## config.mk

```make
export PLATFORM = sky130hd
export DESIGN_NAME = aes_serial_seq
export DESIGN_NICKNAME = d
export VERILOG_FILES = /design/src/rtl/aes_serial_seq.sv
export SDC_FILE = /design/constraint.sdc
export NUM_CORES = 1
export LEC_CHECK = 0
export ABC_AREA = 1
export BUFFER_PORTS_ARGS = -buffer_cell sky130_fd_sc_hd__buf_4
export CAP_MARGIN = 20
export CORE_MARGIN = 2
export CORE_UTILIZATION = 55
export CTS_CLUSTER_DIAMETER = 120
export DETAILED_ROUTE_END_ITERATION = 8
export HOLD_SLACK_MARGIN = 0.06
export PLACE_DENSITY = 0.83
export SKIP_CTS_REPAIR_TIMING = 1
export SLEW_MARGIN = 40
export SYNTH_ARGS = -nofsm -noshare
export SYNTH_HDL_FRONTEND = slang
export SYNTH_SLANG_ARGS = --single-unit
```

## constraint.sdc

```tcl
create_clock -name clk -period 6.2 [get_ports clk]
set_clock_uncertainty 0.15 [all_clocks]
set_input_delay 1.55 -clock clk [delete_from_list [all_inputs] [get_ports clk]]
set_output_delay 1.55 -clock clk [all_outputs]
set_load 0.005 [all_outputs]
```

## src/rtl/aes_serial_seq.sv

```systemverilog
// ----------------------------------------------------------------------------
// aes_serial_seq
//   Control sequencer for the narrow-path AES-128 encrypt engine. It produces
//   the key-expansion selects and the datapath enables for a 1, 2 or 4
//   byte-per-cycle datapath and a configurable number of rounds. Data and key
//   buses never pass through this block; only the handshake and the select
//   lines do.
//
//   Handshake rule (both sides): a beat transfers on a rising clk edge where
//   valid and ready are both high. in_ready never depends on in_valid in the
//   sequential build. Holding valid low (input side) or ready low (output
//   side) freezes the whole engine through dp_en, so no beat is lost or
//   duplicated.
//
//   Build option: define AES_SEQ_OVERLAP_EN to overlap the drain of one block
//   with the load of the next (one shared beat counter, both sides must be
//   ready for a beat to move). Undefined: drain and load are strictly
//   sequential.
//
// Parameters
//   BPC  bytes per cycle (1, 2 or 4)
//   NR   number of encryption rounds (1..14); the last one skips MixColumns
//
// Ports
//   clk, rst       clock, synchronous active-high reset
//   in_valid/in_ready    load-beat handshake (data+key beat from the source)
//   out_valid/out_ready  ciphertext-beat handshake towards the sink
//   dp_en          clock enable for every datapath/key register
//   input_sel      key mux: 0 = key_in, 1 = recirculated round key
//   sbox_sel       key S-box source: 1 = live byte, 0 = redundant register
//   last_out_sel   key last-column select
//   bit_out_sel    key output select
//   rcon_en[7:0]   0xFF on the round-constant injection cycle
//   pld            parallel load of the mixcolumn/shift-row register
//   mc_en[7:0]     0xFF = MixColumns active, 0x00 = bypass
//   rnd[3:0]       current round (0 while loading/draining)
//   blk_cnt[15:0]  completed blocks, wraps
//   done           one-cycle pulse after the last output beat
//   state[2:0]     debug view of the controller state
//   beat           debug view of the beat / round-cycle counter
// ----------------------------------------------------------------------------
module aes_serial_seq #(
   parameter int BPC = 1,
   parameter int NR  = 10
) (
   input  logic                          clk,
   input  logic                          rst,
   input  logic                          in_valid,
   output logic                          in_ready,
   output logic                          out_valid,
   input  logic                          out_ready,
   output logic                          dp_en,
   output logic                          input_sel,
   output logic                          sbox_sel,
   output logic                          last_out_sel,
   output logic                          bit_out_sel,
   output logic [7:0]                    rcon_en,
   output logic                          pld,
   output logic [7:0]                    mc_en,
   output logic [3:0]                    rnd,
   output logic [15:0]                   blk_cnt,
   output logic                          done,
   output logic [2:0]                    state,
   output logic [$clog2(16/BPC)-1:0]     beat
);

   localparam int BB  = 16 / BPC;        // beats per block (= cycles per round)
   localparam int CB  = 4 / BPC;         // beats per column
   localparam int BCW = $clog2(BB);

   localparam logic [BCW-1:0] BC_LAST   = BCW'(BB - 1);
   localparam logic [BCW-1:0] SBX_LAST  = BCW'(CB - 1);
   localparam logic [BCW-1:0] NORM_LAST = BCW'(3 * CB - 1);
   localparam logic [BCW-1:0] CB_MASK   = BCW'(CB - 1);
   localparam logic [3:0]     RND_LAST  = 4'(NR);

   if (!(BPC == 1 || BPC == 2 || BPC == 4)) begin : g_bad_bpc
      $error("aes_serial_seq: BPC must be 1, 2 or 4");
   end
   if (NR < 1 || NR > 14) begin : g_bad_nr
      $error("aes_serial_seq: NR must be in 1..14");
   end

   typedef enum logic [2:0] {
      S_LOAD = 3'd0,
      S_SBX  = 3'd1,
      S_NORM = 3'd2,
      S_SHIF = 3'd3,
      S_DRN  = 3'd4
   } state_t;

   state_t           st, st_n;
   logic [BCW-1:0]   bc, bc_n;
   logic [3:0]       rnd_q, rnd_n;
   logic [15:0]      blk_q, blk_n;
   logic             done_q, done_n;

   logic             in_ready_c, out_valid_c, dp_en_c, input_sel_c, sbox_sel_c;
   logic             last_c, bit_c, pld_c, bc_last, col_end, fire;
   logic [7:0]       rcon_c, mc_c;

   always_ff @(posedge clk) begin
      if (rst) begin
         st     <= S_LOAD;
         bc     <= '0;
         rnd_q  <= '0;
         blk_q  <= '0;
         done_q <= 1'b0;
      end else begin
         st     <= st_n;
         bc     <= bc_n;
         rnd_q  <= rnd_n;
         blk_q  <= blk_n;
         done_q <= done_n;
      end
   end

   // Inside the rounds bc counts the cycle within the round (0..BB-1), so the
   // column position is simply its low bits.
   assign bc_last = (bc == BC_LAST);
   assign col_end = ((bc & CB_MASK) == CB_MASK);

   always_comb begin
      st_n        = st;
      bc_n        = bc;
      rnd_n       = rnd_q;
      blk_n       = blk_q;
      done_n      = 1'b0;
      in_ready_c  = 1'b0;
      out_valid_c = 1'b0;
      dp_en_c     = 1'b0;
      input_sel_c = 1'b1;
      sbox_sel_c  = 1'b1;
      last_c      = 1'b0;
      bit_c       = 1'b0;
      rcon_c      = 8'h00;
      pld_c       = 1'b0;
      fire        = 1'b0;

      case (st)
         S_LOAD: begin
            in_ready_c  = 1'b1;
            dp_en_c     = in_valid;
            input_sel_c = 1'b0;
            if (in_valid) begin
               bc_n = bc + 1'b1;
               if (bc_last) begin
                  st_n  = S_SBX;
                  rnd_n = 4'd1;
               end
            end
         end

         S_SBX: begin
            dp_en_c    = 1'b1;
            bit_c      = 1'b1;
            rcon_c     = (bc == '0) ? 8'hFF : 8'h00;
            // last SBX cycle takes the byte from the redundant register
            sbox_sel_c = (bc != SBX_LAST);
            pld_c      = col_end;
            bc_n       = bc + 1'b1;
            if (bc == SBX_LAST) st_n = S_NORM;
         end

         S_NORM: begin
            dp_en_c = 1'b1;
            last_c  = 1'b1;
            bit_c   = 1'b1;
            pld_c   = col_end;
            bc_n    = bc + 1'b1;
            if (bc == NORM_LAST) st_n = S_SHIF;
         end

         S_SHIF: begin
            dp_en_c = 1'b1;
            last_c  = 1'b1;
            pld_c   = col_end;
            bc_n    = bc + 1'b1;
            if (bc_last) begin
               if (rnd_q < RND_LAST) begin
                  st_n  = S_SBX;
                  rnd_n = rnd_q + 4'd1;
               end else begin
                  st_n  = S_DRN;
                  rnd_n = 4'd0;
               end
            end
         end

         S_DRN: begin
`ifdef AES_SEQ_OVERLAP_EN
            // The beat leaving is replaced by the next block's beat, so the
            // key mux takes key_in and both sides must agree to move.
            in_ready_c  = out_ready;
            out_valid_c = in_valid;
            dp_en_c     = in_valid & out_ready;
            input_sel_c = 1'b0;
            fire        = in_valid & out_ready;
`else
            out_valid_c = 1'b1;
            dp_en_c     = out_ready;
            fire        = out_ready;
`endif
            if (fire) begin
               bc_n = bc + 1'b1;
               if (bc_last) begin
                  done_n = 1'b1;
                  blk_n  = blk_q + 16'd1;
`ifdef AES_SEQ_OVERLAP_EN
                  st_n   = S_SBX;
                  rnd_n  = 4'd1;
`else
                  st_n   = S_LOAD;
`endif
               end
            end
         end

         default: begin
            st_n = S_LOAD;
            bc_n = '0;
         end
      endcase

      mc_c = (pld_c || (rnd_q == RND_LAST)) ? 8'h00 : 8'hFF;
   end

   // Everything reads zero during the reset cycle itself, whatever state the
   // registers held before the edge.
   assign in_ready     = ~rst & in_ready_c;
   assign out_valid    = ~rst & out_valid_c;
   assign dp_en        = ~rst & dp_en_c;
   assign input_sel    = ~rst & input_sel_c;
   assign sbox_sel     = ~rst & sbox_sel_c;
   assign last_out_sel = ~rst & last_c;
   assign bit_out_sel  = ~rst & bit_c;
   assign pld          = ~rst & pld_c;
   assign rcon_en      = rst ? 8'h00 : rcon_c;
   assign mc_en        = rst ? 8'h00 : mc_c;
   assign rnd          = rst ? 4'd0 : rnd_q;
   assign blk_cnt      = rst ? 16'd0 : blk_q;
   assign done         = ~rst & done_q;
   assign state        = rst ? 3'd0 : st;
   assign beat         = rst ? '0 : bc;

endmodule
```

## Word-level counts from Yosys, hierarchy flattened

Index checks and enable logic that the tools add are counted.

- Multiplexer cells: 35
- Bitwise gates (word level): 12
- Add/sub/neg operators: 3
- Eq/ne operators: 17
- Order comparisons: 1
- Reductions and logical operators: 12

Operators by type and width:

| kind | count |
|---|---|
| $mux W8 | 5 |
| $mux W4 | 8 |
| $mux W3 | 9 |
| $add A16 B1 Y16 const B | 1 |
| $mux W16 | 1 |
| $pmux W3 S5 | 1 |
| $ne A2 B2 Y1 const B | 7 |
| $eq A4 B4 Y1 const B | 3 |
| $pmux W4 S3 | 1 |
| $and A1 B1 Y1 | 9 |
| $add A4 B1 Y4 const B | 2 |
| $mux W1 | 8 |
| $pmux W4 S2 | 1 |
| $reduce_and A7 Y1 | 1 |
| $eq A3 B2 Y1 const B | 2 |
| $reduce_or A3 Y1 | 2 |
| $eq A4 B2 Y1 const B | 1 |
| $logic_not A4 Y1 | 1 |
| $lt A4 B4 Y1 const B | 1 |
| $ne A4 B2 Y1 const B | 1 |
| $reduce_and A4 Y1 | 1 |
| $reduce_or A2 Y1 | 2 |
| $eq A3 B1 Y1 const B | 1 |
| $eq A3 B3 Y1 const B | 1 |
| other kinds (8) | 10 |

- Word-level logic and storage cells: 85
- Input port bits: 4
- Register bits after elaboration: 28
- Output and inout bits: 52

## Longest topological paths before layout

Gate-level depths: netlist of the first run.

- Word-level depth: 6
- Depth in mapped cells: 11
- Depth with buffers taken out: 10

## Worst setup path after synthesis of the first run

Ideal clock, no wire load.

- Kind: input to output
- Start: in rst
- End: out mc_en[1]
- Slack: 1661 ps
- Path buffers: 3
- Arrival time: 2839 ps
- Stages: 4
- Required time: 4500 ps
- Cells stage by stage: buf_2 > buf_1 > a311oi_1 > buf_4

- Longest elaborated chain between the ends: 1

RTL lines:

| item | RTL line | RTL |
|---|---|---|
| start, declared | 47 | `input logic rst,` |
| $mux W8 | 239 | `assign mc_en = rst ? 8'h00 : mc_c;` |
| end, declared | 59 | `output logic [7:0] mc_en,` |

No other way between the ends.

## Worst setup path after layout of the first run

- Start: in rst
- End: out rcon_en[7]

- Longest elaborated chain between the ends: 1

RTL lines:

| item | RTL line | RTL |
|---|---|---|
| $mux W8 | 238 | `assign rcon_en = rst ? 8'h00 : rcon_c;` |
| end, declared | 57 | `output logic [7:0] rcon_en,` |

No other way between the ends.

==> results of run 1 <==
==> logic make-up after synthesis <==
group                      after synthesis  synth area share [%]
buffers and inverters                   71                  17.6
DFF                                     28                  27.9
xor gates and xnor gates                 2                 0.873
adders and majority gates                5                  3.12
AOI/OAI and AO/OA                       18                  4.80
and+or+nand+nor                        202                  45.6
==> cell usage in the layout (no fill, tap or decap) <==
cell	synthesis	layout
buf_4	14	55
nor2_4	1	1
nand2_1	69	69
xor2_1	1	1
o22ai_1	2	2
clkbuf_4	0	3
nor4_1	1	1
o21ai_1	2	2
nor2_2	4	4
nand3b_1	2	2
a311oi_2	0	1
nor2_8	1	1
nor3_1	18	18
nand3_1	21	21
nand2_4	2	2
nand2_2	4	4
nor3_2	1	1
dfxtp_1	28	28
nand4_1	4	4
ha_1	5	5
a21oi_1	8	8
nand3_2	1	1
nor2_1	71	71
clkinv_1	1	1
o21ai_0	5	5
xnor2_1	1	1
inv_2	6	6
nor3b_2	2	2
inv_1	41	41
==> report_power, final <==
| part | switching (mW) | total [mW] | internal [mW] |
|---|---|---|---|
| registers | 0.00387 | 0.187 | 0.183 |
| logic | 0.0302 | 0.0504 | 0.0201 |
| clock network | 0.0527 | 0.0756 | 0.0229 |
==> how the worst max path moves through the flow <==
stage,cells past startpoint,slack [ns],end,start
finish,5,1.57,rcon_en[7],rst
global route,5,1.44,rcon_en[7],rst
CTS,5,1.58,rcon_en[7],rst
detailed placement,5,1.60,rcon_en[7],rst
global placement,3,1.66,mc_en[0],rst
floorplan,4,1.66,mc_en[1],rst
==> through the flow <==
| stage | power (mW) | util, % | cells |
|---|---|---|---|
| floorplan | 0.228 | - | 326 |
| global placement | 0.240 | 67.4 | 404 |
| detailed placement | 0.241 | 67.6 | 404 |
| CTS | 0.316 | 68.3 | 407 |
| global route | 0.330 | 68.3 | 407 |
| finish | 0.313 | 68.3 | 407 |
==> registers in the layout (all words and copies together) (netlist names) <==
name,flops
bc,4
done_q,1
blk_q,16
rnd_q,4
st,3
==> per-layer routing <==
layer | track usage (%) | vias to the layer above
met2 | 35.3 | 69
met5 | 0 | -
met4 | 5.59 | 0
li1 | - | 1073
met1 | 30.9 | 909
met3 | 3.70 | 5
==> area by class of cell <==
| class | count | area share (%) |
|---|---|---|
| Inverter | 48 | 7.73 |
| Sequential cell | 28 | 24.0 |
| Multi-Input combinational cell | 227 | 47.1 |
| Timing Repair Buffer | 55 | 17.7 |
| Clock buffer | 3 | 0.966 |
| Tap cell | 46 | 2.47 |
==> worst max-delay path, delay by kind of cell <==
kind          cells  cell delay [ns]
buf+inv           3             0.84
simple gates      2             0.52
==> results.sh, run 1 <==
export IMPL_run_status="finished, final reports clean"
export IMPL_netlist_instances=326
export IMPL_pin_count=56
export IMPL_drc=0
export IMPL_yosysMostFrequentCell="nor2_1"
export IMPL_worstReg2RegEnd="st[1]"
export IMPL_worstSkewPairLatency_ns=0.33
export IMPL_synth_edf_count=0
export IMPL_num_vias=2056
export IMPL_min_from="bc[0]"
export IMPL_hpwl_um=3250
export IMPL_reg2reg_depth=9
export IMPL_first_global_vias=1696
export IMPL_cts_root_buffer="clkbuf_4"
export IMPL_totalWireLength_um=4230
export IMPL_syn_cell_area_um2=2010
export IMPL_nFillCells=337
export IMPL_cts_htree_levels=1
export IMPL_wl_met2_um=1850
export IMPL_timing_fmax_mhz=216
export IMPL_synth_nets=335
export IMPL_layout_area_seq_um2=561
export IMPL_hold_path_class="reg -> reg"
export IMPL_wl_per_cell_um=10.4
export IMPL_reg2reg_slack_ns=4.38
export IMPL_syn_area_per_cell_um2=6.16
export IMPL_stdcell_area_um2=2330
export IMPL_cp_arrival_ns=2.93
export IMPL_critPathSlowestCell="inv_1"
export IMPL_synth_top_area_share_pct=27.9
export IMPL_dr_pass1_iters=4
export IMPL_via_per_inst=5.05
export IMPL_drive_gt1_share_pct=22.4
export IMPL_start_kind="primary input"
export IMPL_die_w_um=64.4
export IMPL_grt_first_pass_wirelength_um=7430
export IMPL_die_h_um=64.4
export IMPL_worst_pin_slew_ns=0.536
export IMPL_cp_cell_sequence="buf_4, inv_1, nand3_1, nor2_1, buf_4"
export IMPL_overflow=0
export IMPL_path_class="in -> out"
export IMPL_nets=372
export IMPL_multiInputGateArea_um2=1100
export IMPL_power_density_nw_per_um2=134
export IMPL_drv_slew=0
export IMPL_synth_area_leaders="dfxtp_1 28%, nor2_1 13%, nand2_1 13%"
export IMPL_syn_to_final_growth_pct=16.2
export IMPL_numCtsBuffers=3
export IMPL_worst_slack_ns=1.57
export IMPL_core_area_um2=3420
export IMPL_max_cap_violations=0
export IMPL_cp_end_kind="primary output"
export IMPL_synth_cell_types=32
export IMPL_leakagePower_nw=1.09
export IMPL_dpl_cell_area_um2=2310
export IMPL_routabilityCongestion=0.846
export IMPL_critical_path_required_ns=4.50
export IMPL_clkTransAtPathRegs_ns=0.13
export IMPL_dieArea_um2=4150
export IMPL_yosysWarningCount=0
export IMPL_hold_viol_final=0
export IMPL_initial_core_util_pct=58.8
export IMPL_setup_tns_final_ns=0
export IMPL_fin_crit_ns=4.63
export IMPL_top_layer="met4"
export IMPL_synth_yosys_seq_area_share_pct=27.9
export IMPL_antenna_cells=0
export IMPL_wl_met3_um=266
export IMPL_clk_path_buf_depth=2
export IMPL_clock_sinks=28
export IMPL_grt_antenna_before_repair=0
export IMPL_hold_depth=1
export IMPL_peakVddDrop_v=0.000103
export IMPL_grt_setup_unrepaired="false"
export IMPL_path_max_fanout=47
export IMPL_cts_tree="yes"
export IMPL_synthTopCellsByCount="71 x nor2_1, 69 x nand2_1, 41 x inv_1"
export IMPL_track_usage_pct=22.1
export IMPL_grt_start_max_net_pins=48
export IMPL_wl_met1_um=2070
export IMPL_relSlewSlack_pct=64.3
export IMPL_synth_main_ff_cell="dfxtp_1"
export IMPL_async_flop_share_pct=0
export IMPL_pre_cts_slack_ns=1.60
export IMPL_critical_path_max_stage_delay_ns=0.39
export IMPL_holdWs_ns=0.333
export IMPL_rows=21
export IMPL_synth_top_cell_by_area="dfxtp_1"
export IMPL_cp_common_cell="buf_4"
export IMPL_ant_nets=0
export IMPL_synth_seq_cells=28
export IMPL_setup_viol_count_final=0
export IMPL_drt_initial_drc_count=161
export IMPL_r2r_start="st[2]"
export IMPL_hold_end="bc[0]"
export IMPL_period_share_pct=74.6
export IMPL_io_buffers=55
(Power assumes the default switching activity.)
==> inputs of run 2 (changes only) <==
CORE_UTILIZATION = 52   (was 55)
PLACE_DENSITY = 0.8   (was 0.83)
clock period = 4.7 ns   (was 6.2 ns; I/O delays follow)
==> run 2 against run 1 <==
  * Count of clock-buffer cells in the layout is the same
  * First-iteration DRC count grew 20%
  * Register-to-register slack lost 1.5 ns
  * Global-route usage shrank 0.96 points
  * Wire length grew 3.7%
  * Sequential share of layout area shrank 0.52 points
  * Via count shrank 1.2%
  * Critical path depth is the same
  * Combinational power grew 33%
  * Cell count grew 0.74%
  * Critical path type unchanged
  * Clock power grew to 2.6 times the previous value
  * Cell area grew 2.2%
==> results.sh, run 2 (same netlist as run 1, synthesis figures left out) <==
export IMPL_run_status="finished, final reports clean"
export IMPL_drv_slew=0
export IMPL_totalWireLength_um=4380
export IMPL_clkTransAtPathRegs_ns=0.10
export IMPL_cts_htree_levels=1
export IMPL_nets=372
export IMPL_cts_root_buffer="clkbuf_8"
export IMPL_fin_crit_ns=3.87
export IMPL_numCtsBuffers=3
export IMPL_final_cell_mix="71 x nor2_1, 69 x nand2_1, 55 x buf_4"
export IMPL_setup_tns_final_ns=0
export IMPL_worstReg2RegEnd="st[2]"
export IMPL_syn_to_final_growth_pct=18.8
export IMPL_track_usage_pct=21.1
export IMPL_dr_pass1_iters=5
export IMPL_hold_viol_final=0
export IMPL_reg2reg_depth=9
export IMPL_min_from="bc[0]"
export IMPL_hpwl_um=3330
export IMPL_leakagePower_nw=1.12
export IMPL_largest_register_ffs=16
export IMPL_pin_count=56
export IMPL_regMostFlops="blk_q"
export IMPL_num_vias=2031
export IMPL_period_share_pct=82.4
export IMPL_clk_path_buf_depth=2
export IMPL_drt_initial_drc_count=193
export IMPL_worstSkewPairLatency_ns=0.28
export IMPL_grt_antenna_before_repair=0
export IMPL_holdWs_ns=0.327
export IMPL_clock_sinks=28
export IMPL_peakVddDrop_v=0.000139
export IMPL_hold_depth=1
export IMPL_hold_path_class="reg -> reg"
export IMPL_timing_fmax_mhz=258
export IMPL_power_density_nw_per_um2=213
export IMPL_worst_slack_ns=0.828
export IMPL_grt_setup_unrepaired="false"
export IMPL_dieArea_um2=4370
export IMPL_cp_end_kind="primary output"
export IMPL_relSlewSlack_pct=65.4
export IMPL_largestRegisters="blk_q (16), bc (4), rnd_q (4)"
export IMPL_rows=22
export IMPL_r2r_start="st[2]"
export IMPL_routabilityCongestion=0.865
export IMPL_critical_path_required_ns=3.38
export IMPL_die_w_um=66.1
export IMPL_io_buffers=55
export IMPL_worst_pin_slew_ns=0.520
export IMPL_overflow=0
export IMPL_drc=0
export IMPL_cts_tree="yes"
export IMPL_nFillCells=372
export IMPL_reg2reg_slack_ns=2.84
export IMPL_via_per_inst=4.95
export IMPL_start_kind="primary input"
export IMPL_layout_commonest_cell="nor2_1"
export IMPL_setup_viol_count_final=0
export IMPL_path_max_fanout=47
export IMPL_core_area_um2=3690
export IMPL_grt_start_max_net_pins=48
export IMPL_antenna_cells=0
export IMPL_grt_first_pass_wirelength_um=7400
export IMPL_hold_end="bc[0]"
export IMPL_drive_gt1_share_pct=22.7
export IMPL_path_class="in -> out"
export IMPL_die_h_um=66.1
export IMPL_ant_nets=0
export IMPL_wl_per_cell_um=10.7
export IMPL_pre_cts_slack_ns=0.844
export IMPL_first_global_vias=1699
export IMPL_initial_core_util_pct=54.4
export IMPL_cp_arrival_ns=2.55
export IMPL_max_cap_violations=0
## run 2: cell type report
type	instances	area [µm²]	share of cell area [%]
clock inverters	1	30.0	1.26
multi-input cells	227	1100	46.1
inverters	48	180	7.56
repair buffers	55	413	17.3
well taps	48	60.1	2.52
clock buffers	3	41.3	1.73
flip-flops and latches	28	561	23.5
## run 2: routing by layer
layer / vias to the layer above / wire length, µm / share of wire, % / global-route usage [%]
li1: 1074 / - / - / -
met1: 896 / 2160 / 49 / 30.5
met2: 57 / 1950 / 44 / 33.5
met3: 4 / 235 / 5.4 / 2.04
met4: 0 / 38 / 0.87 / 5.61
met5: - / 0 / 0 / 0
## run 2: metrics by stage
step,std cells,instance area (µm²),utilization (%),power (mW)
6_report,410,2380,64.6,0.509
5_1_grt,410,2380,64.6,0.532
4_1_cts,410,2380,64.6,0.510
3_5_place_dp,406,2310,62.7,0.318
3_3_place_gp,406,2310,62.5,0.317
2_1_floorplan,326,2010,-,0.300
## run 2: worst max-delay path by stage
| stage | start | to | slack, ns | depth (start not counted) |
|---|---|---|---|---|
| 2_1_floorplan | rst | mc_en[1] | 0.91 | 4 |
| 6_report | rst | rcon_en[6] | 0.83 | 5 |
| 3_3_place_gp | rst | mc_en[1] | 0.91 | 3 |
| 4_1_cts | rst | rcon_en[5] | 0.84 | 5 |
| 5_1_grt | rst | rcon_en[5] | 0.69 | 5 |
| 3_5_place_dp | rst | rcon_en[5] | 0.84 | 5 |
## run 2: critical path, cell delays in order
cell,delay (ns)
buf_4,0.25
inv_1,0.40
nand3_1,0.14
nor2_1,0.37
buf_4,0.20
## run 2: power by group
group	internal, mW	total, mW	switching, mW
Combinational	0.0266	0.0669	0.0404
Clock	0.114	0.196	0.0817
Sequential	0.241	0.246	0.00496
